$ cat config.mk
export PLATFORM = sky130hd
export DESIGN_NAME = pump_rr_arbiter
export DESIGN_NICKNAME = d
export VERILOG_FILES = /design/src/rtl/pump_arb_pkg.sv /design/src/rtl/rr_pick.sv /design/src/rtl/pump_rr_arbiter.sv
export SDC_FILE = /design/constraint.sdc
export NUM_CORES = 1
export LEC_CHECK = 0
export ABC_AREA = 1
export BUFFER_PORTS_ARGS = -buffer_cell sky130_fd_sc_hd__clkbuf_2
export CORE_ASPECT_RATIO = 0.8
export CORE_MARGIN = 5
export CORE_UTILIZATION = 37
export DETAILED_ROUTE_END_ITERATION = 8
export PLACE_DENSITY = 0.51
export RECOVER_POWER = 50
export SETUP_SLACK_MARGIN = 0.05
export SLEW_MARGIN = 25
export SYNTH_ARGS = -nofsm -noshare
export SYNTH_HDL_FRONTEND = slang
export SYNTH_SLANG_ARGS = --single-unit
export TNS_END_PERCENT = 30
$ cat constraint.sdc
create_clock -name inputClk -period 2.76 [get_ports inputClk]
set_input_delay 0 -clock inputClk [delete_from_list [all_inputs] [get_ports inputClk]]
set_output_delay 0 -clock inputClk [all_outputs]
set_load 0.03 [all_outputs]
$ cat src/rtl/pump_arb_pkg.sv
// Shared types and defaults for the pump round-robin arbiter.
// The clog2 helper never returns less than 1 so counters and indices keep a real bit.
package pump_arb_pkg;

  typedef enum logic [1:0] {
    IDLE  = 2'b00,
    GRANT = 2'b01,
    GUARD = 2'b10
  } arb_state_e;

  localparam int DEF_N_REQ  = 4;
  localparam int DEF_MIN_ON = 4;
  localparam int DEF_MAX_ON = 16;
  localparam int DEF_GAP    = 2;

  function automatic int clog2(input int value);
    int result;
    result = 0;
    while ((1 << result) < value) begin
      result = result + 1;
    end
    if (result < 1) begin
      result = 1;
    end
    return result;
  endfunction

endpackage

$ cat src/rtl/rr_pick.sv
// Rotating-priority picker: returns the first asserted request at ptr, ptr+1, ...
// wrapping modulo N_REQ. Purely combinational.
module rr_pick
  import pump_arb_pkg::*;
#(
  parameter int N_REQ = DEF_N_REQ,
  parameter int IW    = clog2(DEF_N_REQ)
) (
  input  logic [N_REQ-1:0] req_i,
  input  logic [IW-1:0]    ptr_i,
  output logic             valid_o,
  output logic [IW-1:0]    idx_o
);

  localparam logic [IW:0] N_W = (IW + 1)'(N_REQ);

  logic [IW-1:0]    pos [N_REQ];
  logic [N_REQ-1:0] hit;

  // pos[gi] is the channel examined at rotation offset gi from the pointer
  for (genvar gi = 0; gi < N_REQ; gi++) begin : g_rot
    logic [IW:0] sum;
    assign sum     = {1'b0, ptr_i} + (IW + 1)'(gi);
    assign pos[gi] = (sum >= N_W) ? IW'(sum - N_W) : IW'(sum);
    assign hit[gi] = req_i[pos[gi]];
  end

  // Scan from the far end so the smallest offset with a hit wins
  always_comb begin
    valid_o = 1'b0;
    idx_o   = '0;
    for (int i = N_REQ - 1; i >= 0; i--) begin
      if (hit[i]) begin
        valid_o = 1'b1;
        idx_o   = pos[i];
      end
    end
  end

endmodule

$ cat src/rtl/pump_rr_arbiter.sv
// Round-robin arbiter sharing one pump/valve among N_REQ channels, with minimum
// on-time, maximum on-time cut-off and a guard gap after every release.
module pump_rr_arbiter
  import pump_arb_pkg::*;
#(
  parameter int N_REQ  = DEF_N_REQ,
  parameter int MIN_ON = DEF_MIN_ON,
  parameter int MAX_ON = DEF_MAX_ON,
  parameter int GAP    = DEF_GAP
) (
  input  logic                      inputClk,
  input  logic                      inputReset,
  input  logic                      inputEnable,
  input  logic [N_REQ-1:0]          inputReq,
  output logic [N_REQ-1:0]          outputGrant,
  output logic [clog2(N_REQ)-1:0]   outputGrantId,
  output logic                      outputBusy,
  output logic                      outputOverrun
);

  localparam int IW = clog2(N_REQ);
  localparam int OW = clog2(MAX_ON + 1);
  localparam int GW = clog2(GAP + 1);

  localparam logic [OW-1:0] ON_SAT   = OW'(MAX_ON);
  localparam logic [OW-1:0] ON_LAST  = OW'(MAX_ON - 1);
  localparam logic [OW-1:0] MIN_LAST = OW'(MIN_ON - 1);
  localparam logic [GW-1:0] GAP_LAST = (GAP > 0) ? GW'(GAP - 1) : '0;
  localparam logic [IW-1:0] ID_LAST  = IW'(N_REQ - 1);

  arb_state_e       state_q, state_d;
  logic [N_REQ-1:0] grant_q, grant_d;
  logic [IW-1:0]    id_q, id_d;
  logic             busy_q, busy_d;
  logic             ovr_q, ovr_d;
  logic [IW-1:0]    ptr_q, ptr_d;
  logic [OW-1:0]    on_q, on_d;
  logic [GW-1:0]    gap_q, gap_d;

  logic             pick_valid;
  logic [IW-1:0]    pick_idx;
  logic             release_now;

  rr_pick #(
    .N_REQ (N_REQ),
    .IW    (IW)
  ) u_pick (
    .req_i   (inputReq),
    .ptr_i   (ptr_q),
    .valid_o (pick_valid),
    .idx_o   (pick_idx)
  );

  always_comb begin
    state_d     = state_q;
    grant_d     = grant_q;
    id_d        = id_q;
    busy_d      = busy_q;
    ovr_d       = 1'b0;
    ptr_d       = ptr_q;
    on_d        = on_q;
    gap_d       = gap_q;
    release_now = 1'b0;

    case (state_q)
      IDLE: begin
        if (inputEnable && pick_valid) begin
          state_d           = GRANT;
          grant_d           = '0;
          grant_d[pick_idx] = 1'b1;
          id_d              = pick_idx;
          busy_d            = 1'b1;
          on_d              = '0;
        end
      end

      GRANT: begin
        on_d = (on_q == ON_SAT) ? on_q : on_q + OW'(1);
        // Release priority: enable drop, then overrun, then request drop past MIN_ON
        if (!inputEnable) begin
          release_now = 1'b1;
        end else if (on_q == ON_LAST) begin
          release_now = 1'b1;
          ovr_d       = 1'b1;
        end else if ((on_q >= MIN_LAST) && !inputReq[id_q]) begin
          release_now = 1'b1;
        end

        if (release_now) begin
          grant_d = '0;
          busy_d  = 1'b0;
          ptr_d   = (id_q == ID_LAST) ? '0 : id_q + IW'(1);
          gap_d   = '0;
          state_d = (GAP == 0) ? IDLE : GUARD;
        end
      end

      GUARD: begin
        if (gap_q >= GAP_LAST) begin
          state_d = IDLE;
        end else begin
          gap_d = gap_q + GW'(1);
        end
      end

      default: begin
        state_d = IDLE;
        grant_d = '0;
        busy_d  = 1'b0;
      end
    endcase
  end

  always_ff @(posedge inputClk or posedge inputReset) begin
    if (inputReset) begin
      state_q <= IDLE;
      grant_q <= '0;
      id_q    <= '0;
      busy_q  <= 1'b0;
      ovr_q   <= 1'b0;
      ptr_q   <= '0;
      on_q    <= '0;
      gap_q   <= '0;
    end else begin
      state_q <= state_d;
      grant_q <= grant_d;
      id_q    <= id_d;
      busy_q  <= busy_d;
      ovr_q   <= ovr_d;
      ptr_q   <= ptr_d;
      on_q    <= on_d;
      gap_q   <= gap_d;
    end
  end

  assign outputGrant   = grant_q;
  assign outputGrantId = id_q;
  assign outputBusy    = busy_q;
  assign outputOverrun = ovr_q;

endmodule
* Word-level counts from Yosys, hierarchy flattened *
Index checks and enable logic that the tools add are counted.

cells by class
  add/subtract/negate cells = 10
  $lt $le $gt $ge = 13
  equality and inequality tests = 10
  mux-type cells = 48
  bitwise gates (word level) = 1
  reduce and logical (&&, ||, !) cells = 13

operators with widths
  operator                                                                              number
  2-bit two-way mux                                                                     14
  1-bit two-way mux                                                                     19
  2-bit by 3-bit < comparator with 1-bit output (second input constant)                 6
  4-bit one-hot mux with 3 select lines                                                 1
  3-bit AND reduction                                                                   4
  1-bit binary-select mux with 2-bit select                                             5
  5-bit two-way mux                                                                     2
  2-bit != test (second input constant)                                                 5
  5-bit one-hot mux with 2 select lines                                                 1
  3-bit greater-or-equal comparator (second input constant)                             3
  4-bit two-way mux                                                                     2
  2-bit by 1-bit subtractor with 2-bit output (second input constant)                   4
  2-bit by 2-bit adder with 3-bit output (second input constant)                        2
  2-bit one-hot mux with 3 select lines                                                 1
  5-bit by 1-bit adder with 5-bit output (second input constant)                        1
  5-bit by 4-bit == test with 1-bit output (second input constant)                      1
  5-bit == test (second input constant)                                                 1
  5-bit by 2-bit greater-or-equal comparator with 1-bit output (second input constant)  1
  2-bit by 1-bit adder with 2-bit output (second input constant)                        2
  2-bit == test (second input constant)                                                 2
  2-bit by 1-bit greater-or-equal comparator with 1-bit output (second input constant)  2
  2-bit one-hot mux with 2 select lines                                                 1
  2-bit AND reduction                                                                   2
  2-bit nonzero test                                                                    2
  9 further kinds                                                                       11

storage, ports and cells
  register bits = 19
  input port bits = 7
  output and inout port bits = 8
  logic and storage cells = 103

* Longest topological paths before layout *
  depth in word-level cells = 15
  depth in mapped cells = 14
  depth with buffers taken out = 13

* Modules after synthesis *
A second synthesis with hierarchy kept.

second synthesis, totals
  cells, all modules = 172
  area, all modules = 1,201.2 um^2

modules (own cells, without submodules)
  module           instances  cells an instance  area an instance (um^2)  sequential area each (um^2)
  pump_rr_arbiter  1          126                988.4                    475.5
  rr_pick          1          46                 212.7                    0.0

* Worst setup path before layout *
Ideal clock, no wire load.

  path type = input-to-reg
  start = input on_q[0]
  end = register gap_q[1]
  setup time = 126 ps
  arrival time = 1,428 ps
  required time = 2,634 ps
  slack = 1,206 ps
  cell stages on the path = 11
  path buffers = 0
  path through = dfrtp_1 ha_1 nand2_1 nor2_1 ha_1 nor2_1 nand2_1 nand2_1 nand2_1 nand3_1 o21ai_0

on the way
  cells in the longest elaborated chain, start to end = 8
  elaborated cells between the ends (all ways) = 9
  classes of those cells = order compare: 1; eq/ne: 2; mux: 4; reduce/logical: 2

ends and longest elaborated chain
  what                                                          line                    RTL
  from (decl)                                                   pump_rr_arbiter.sv:37   logic [OW-1:0] on_q, on_d;
  5-bit by 2-bit greater-or-equal comparator with 1-bit output  pump_rr_arbiter.sv:85   end else if ((on_q >= MIN_LAST) && !inputReq[id_q]) begin
  1-bit logical AND                                             pump_rr_arbiter.sv:85
  1-bit two-way mux                                             pump_rr_arbiter.sv:85
  1-bit two-way mux *                                           pump_rr_arbiter.sv:82   end else if (on_q == ON_LAST) begin
  1-bit two-way mux *                                           pump_rr_arbiter.sv:80   if (!inputEnable) begin
  1-bit two-way mux *                                           pump_rr_arbiter.sv:65   case (state_q)
  2-bit != test (no line) *                                     -
  3-bit AND reduction (no line) *                               -
  to (signal assigned)                                          pump_rr_arbiter.sv:132  gap_q <= gap_d;
  to (decl)                                                     pump_rr_arbiter.sv:38   logic [GW-1:0] gap_q, gap_d;

Every way passes the cells marked *; elsewhere a longest branch is shown, timed or not. The select of a mux whose other input is x is not followed.
A chain may end at the register's enable or synchronous reset.

* Worst setup path after layout *
Same ends and word-level chain as after synthesis.

==> impl_metrics.csv <==
group,metric,value,unit
timing,setup_tns,0,ns
routing,wire_per_inst,10.74,um
clock_network,clockBufferDepth,2,
die,start_util,38.97,%
timing,finalCritPeriodShare,63.73,%
clock_network,clk_pin_slew,0.07,ns
placed_design,place.gp.congestion,0.8418,
critical_path,start_kind,"flip-flop",
critical_path,r2r-start,"on_q[0]",
critical_path,arrival,1.89,ns
critical_path,worstPathRequired,2.89,ns
hold_path,hold_path.class,"in2reg",
cells_and_area,final-instance-count-excl-fill,232,
clock_network,ctsResizeCount,0,
power_and_ir_drop,ir_drop,0.5012,mV
clock_network,cts.sinks,19,
critical_path,max_stage_delay,0.42,ns
global_routing,overflow,0,
power_and_ir_drop,p_leak,0.7497,nW
cells_and_area,fill_cells,339,
hold_path,hold_depth,3,
timing,timing.fmax,568.5,MHz
die,die_w,74.20,um
critical_path,crit_path_end_kind,"flip-flop",
placed_design,post_dp_cell_area,0.001329,mm^2
placed_design,port_buffers,14,
yosys,synth.net_count,186,
yosys,netlist.area_leader.share,38.97,%
placed_design,numPlacedInstances,227,
die,fp.coreArea,0.003131,mm^2
die,row_count,18,
yosys,yosysTopAreaCell,"dfrtp_1",
critical_path,critPathMostFrequentCell,"nand2_1",
yosys,syn_area,0.001220,mm^2
die,io_pins,15,
timing,hold_violations,0,
routing,vias,1076,
routing,drtAntennaViolNets,0,
yosys,yosysUniqueCellTypes,23,
placed_design,hpwl,2004,um
critical_path,worstPathCellList,"ha_1 > nand2_1 > nor2_1 > ha_1 > nor2_1 > nand2_1 > nand2_1 > nand2_1 > nand3_1 > o21ai_0",
die,die_y,61.36,um
clock_network,numCtsBuffers,3,
critical_path,reg2reg_slack,1.00,ns
run_status,outcome,"finished, final reports clean",
cells_and_area,final_util,43.92,%
yosys,synthCells,174,
critical_path,timing.rr.end,"gap_q[1]",
die,die_area,0.004553,mm^2
global_routing,grt_pass1_wl,4422,um
cells_and_area,area_delta_synth_final,12.72,%
critical_path,cp_max_fo,6,
global_routing,first_global_vias,981,
yosys,ys_ff_latch,19,
clock_network,clk_latency,0.25,ns
run,cap_violations,0,
critical_path,slowest_stage,"dfrtp_1",
routing,via_per_inst,4.638,
clock_network,clockRootBuffer,"clkbuf_8",
clock_network,postCtsSetupBuffers,0,
critical_path,worstRegToRegCells,10,
clock_network,cts_tree,"yes",
yosys,syn_avg_cell_area,7.011,um^2
yosys,synth_area_leaders,"dfrtp_1 39%, nand2_1 21%, inv_1 6.5%, nand3_1 6.2%, ha_1 5.1%",
timing,worst_pin_slew,0.7121,ns
timing,clock_skew,0.002097,ns
cells_and_area,multi_input_area,635.6,um^2
global_routing,grt_max_degree,20,
clock_network,htree_levels,1,
timing,slew_headroom,52.47,%
routing,drt_pass1_iterations,4,
critical_path,critical_path_class,"reg2reg",
routing,drt_iter0_drc,55,
cells_and_area,seqCellArea,475.5,um^2
timing,fin_hold_ws,0.001677,ns
yosys,yosysSeqAreaShare,38.97,%
cells_and_area,diodes,0,
cells_and_area,drive_above_1_share,13.54,%
routing,wl,2491,um
hold_path,min_from,"inputEnable",
timing,setup_viol,0,
yosys,synth_warnings,0,
global_routing,antenna_found_initial,0,
hold_path,hold_end,"outputOverrun",
routing,drt_drc_violations_left,0,
global_routing,grt_usage,12.73,%
timing,period_needed,1.759,ns
cells_and_area,fin_nets,205,
timing,drv_slew,0,
power_and_ir_drop,cellPowerDensity,1131,mW/mm^2
cells_and_area,finalInstanceArea,0.001375,mm^2
timing,rsz0062_at_grt,"false",
==> how the worst max path moves through the flow <==
| stage | startpoint | to | slack, ns | depth (start not counted) |
|---|---|---|---|---|
| after floorplan | on_q[0] | gap_q[1] | 1.21 | 10 |
| after global placement | on_q[0] | gap_q[1] | 1.05 | 10 |
| after detailed placement | on_q[0] | gap_q[1] | 1.00 | 10 |
| after CTS | on_q[0] | gap_q[1] | 0.97 | 10 |
| after global routing | on_q[0] | gap_q[1] | 0.79 | 10 |
| final | on_q[0] | gap_q[1] | 1.00 | 10 |
==> state kept, by name, indices dropped and copies added, names as in the netlist <==
register,cells
gap_q,2
on_q,5
outputBusy,1
outputGrant,4
outputGrantId,2
outputOverrun,1
ptr_q,2
state_q,2
==> synth_stat cells, drive strengths merged <==
library cell and n:
o31ai 1, nor2 14, a21oi 3, or2 2
buf 1, ha 5, nand3 17, a41oi 1
inv 24, xor2 1, nand2 74, dfrtp 19
o211ai 2, o21ai 10
==> cell type report <==
cell class	count	area share [%]
timing repair buffer	15	5.187
multi-input combinational	130	46.22
inverter	24	7.097
tap	40	3.640
sequential	19	34.58
clock buffer	4	3.276
==> layer usage <==
layer | vias up | track usage (%) | wire length, um
met4 | 0 | 3.876 | 37
li1 | 582 | - | -
met5 | - | 0 | 0
met2 | 27 | 17.80 | 972
met1 | 463 | 19.05 | 1346
met3 | 4 | 3.426 | 135
==> critical path: cells and delay by family, from the launching register on <==
family | cells | cell delay [ns]
adders and majority gates | 2 | 0.41
AOI/OAI and AO/OA | 1 | 0.08
DFF | 1 | 0.42
and+or+nand+nor | 7 | 0.72
==> layout by cell type (no fill, tap or decap) <==
cell           count
or2_2              2
nand2_4            1
inv_1             21
nand3_2            2
a21oi_1            2
clkbuf_1           8
nand2_2            5
inv_2              2
inv_8              1
a41oi_1            1
dlygate4sd3_1      1
o21ai_0            7
a21oi_2            1
o31ai_1            1
nand3_1           15
dfrtp_1           19
ha_1               5
nor2_2             1
o21ai_2            1
nor2_1            13
o211ai_1           2
o21ai_1            2
clkbuf_2           7
nand2_1           68
clkbuf_8           3
xor2_1             1
==> report_power, final <==
group	switching, W	total (W)	leakage, nW	internal, W
Clock	0.0000872	0.000190	0.0228	0.000103
Sequential	0.000108	0.000481	0.248	0.000373
Combinational	0.000602	0.000885	0.479	0.000283
==> metrics by stage <==
stage / setup WS [ns] / power, W
2_1_floorplan: 1.206 / 0.001196
3_3_place_gp: 1.048 / 0.001385
3_5_place_dp: 1.004 / 0.001381
4_1_cts: 0.9681 / 0.001587
5_1_grt: 0.7872 / 0.001747
6_report: 1.001 / 0.001555
==> cells by family after synthesis <==
family	count (synthesis)	share of synthesized area [%]
xor gates and xnor gates	1	0.7181
AOI/OAI and AO/OA	17	8.513
buffers and inverters	25	8.924
adders and majority gates	5	5.128
DFF	19	38.97
and+or+nand+nor	107	37.74
==> what timing repair did <==
| item | 4_1_cts | 5_1_grt |
|---|---|---|
| endpoints found under the hold margin | 19 | 0 |
| hold buffers | 1 | 0 |
| endpoints found under the setup margin | 0 | 0 |
No activity file was read; power rests on OpenSTA's default activity.
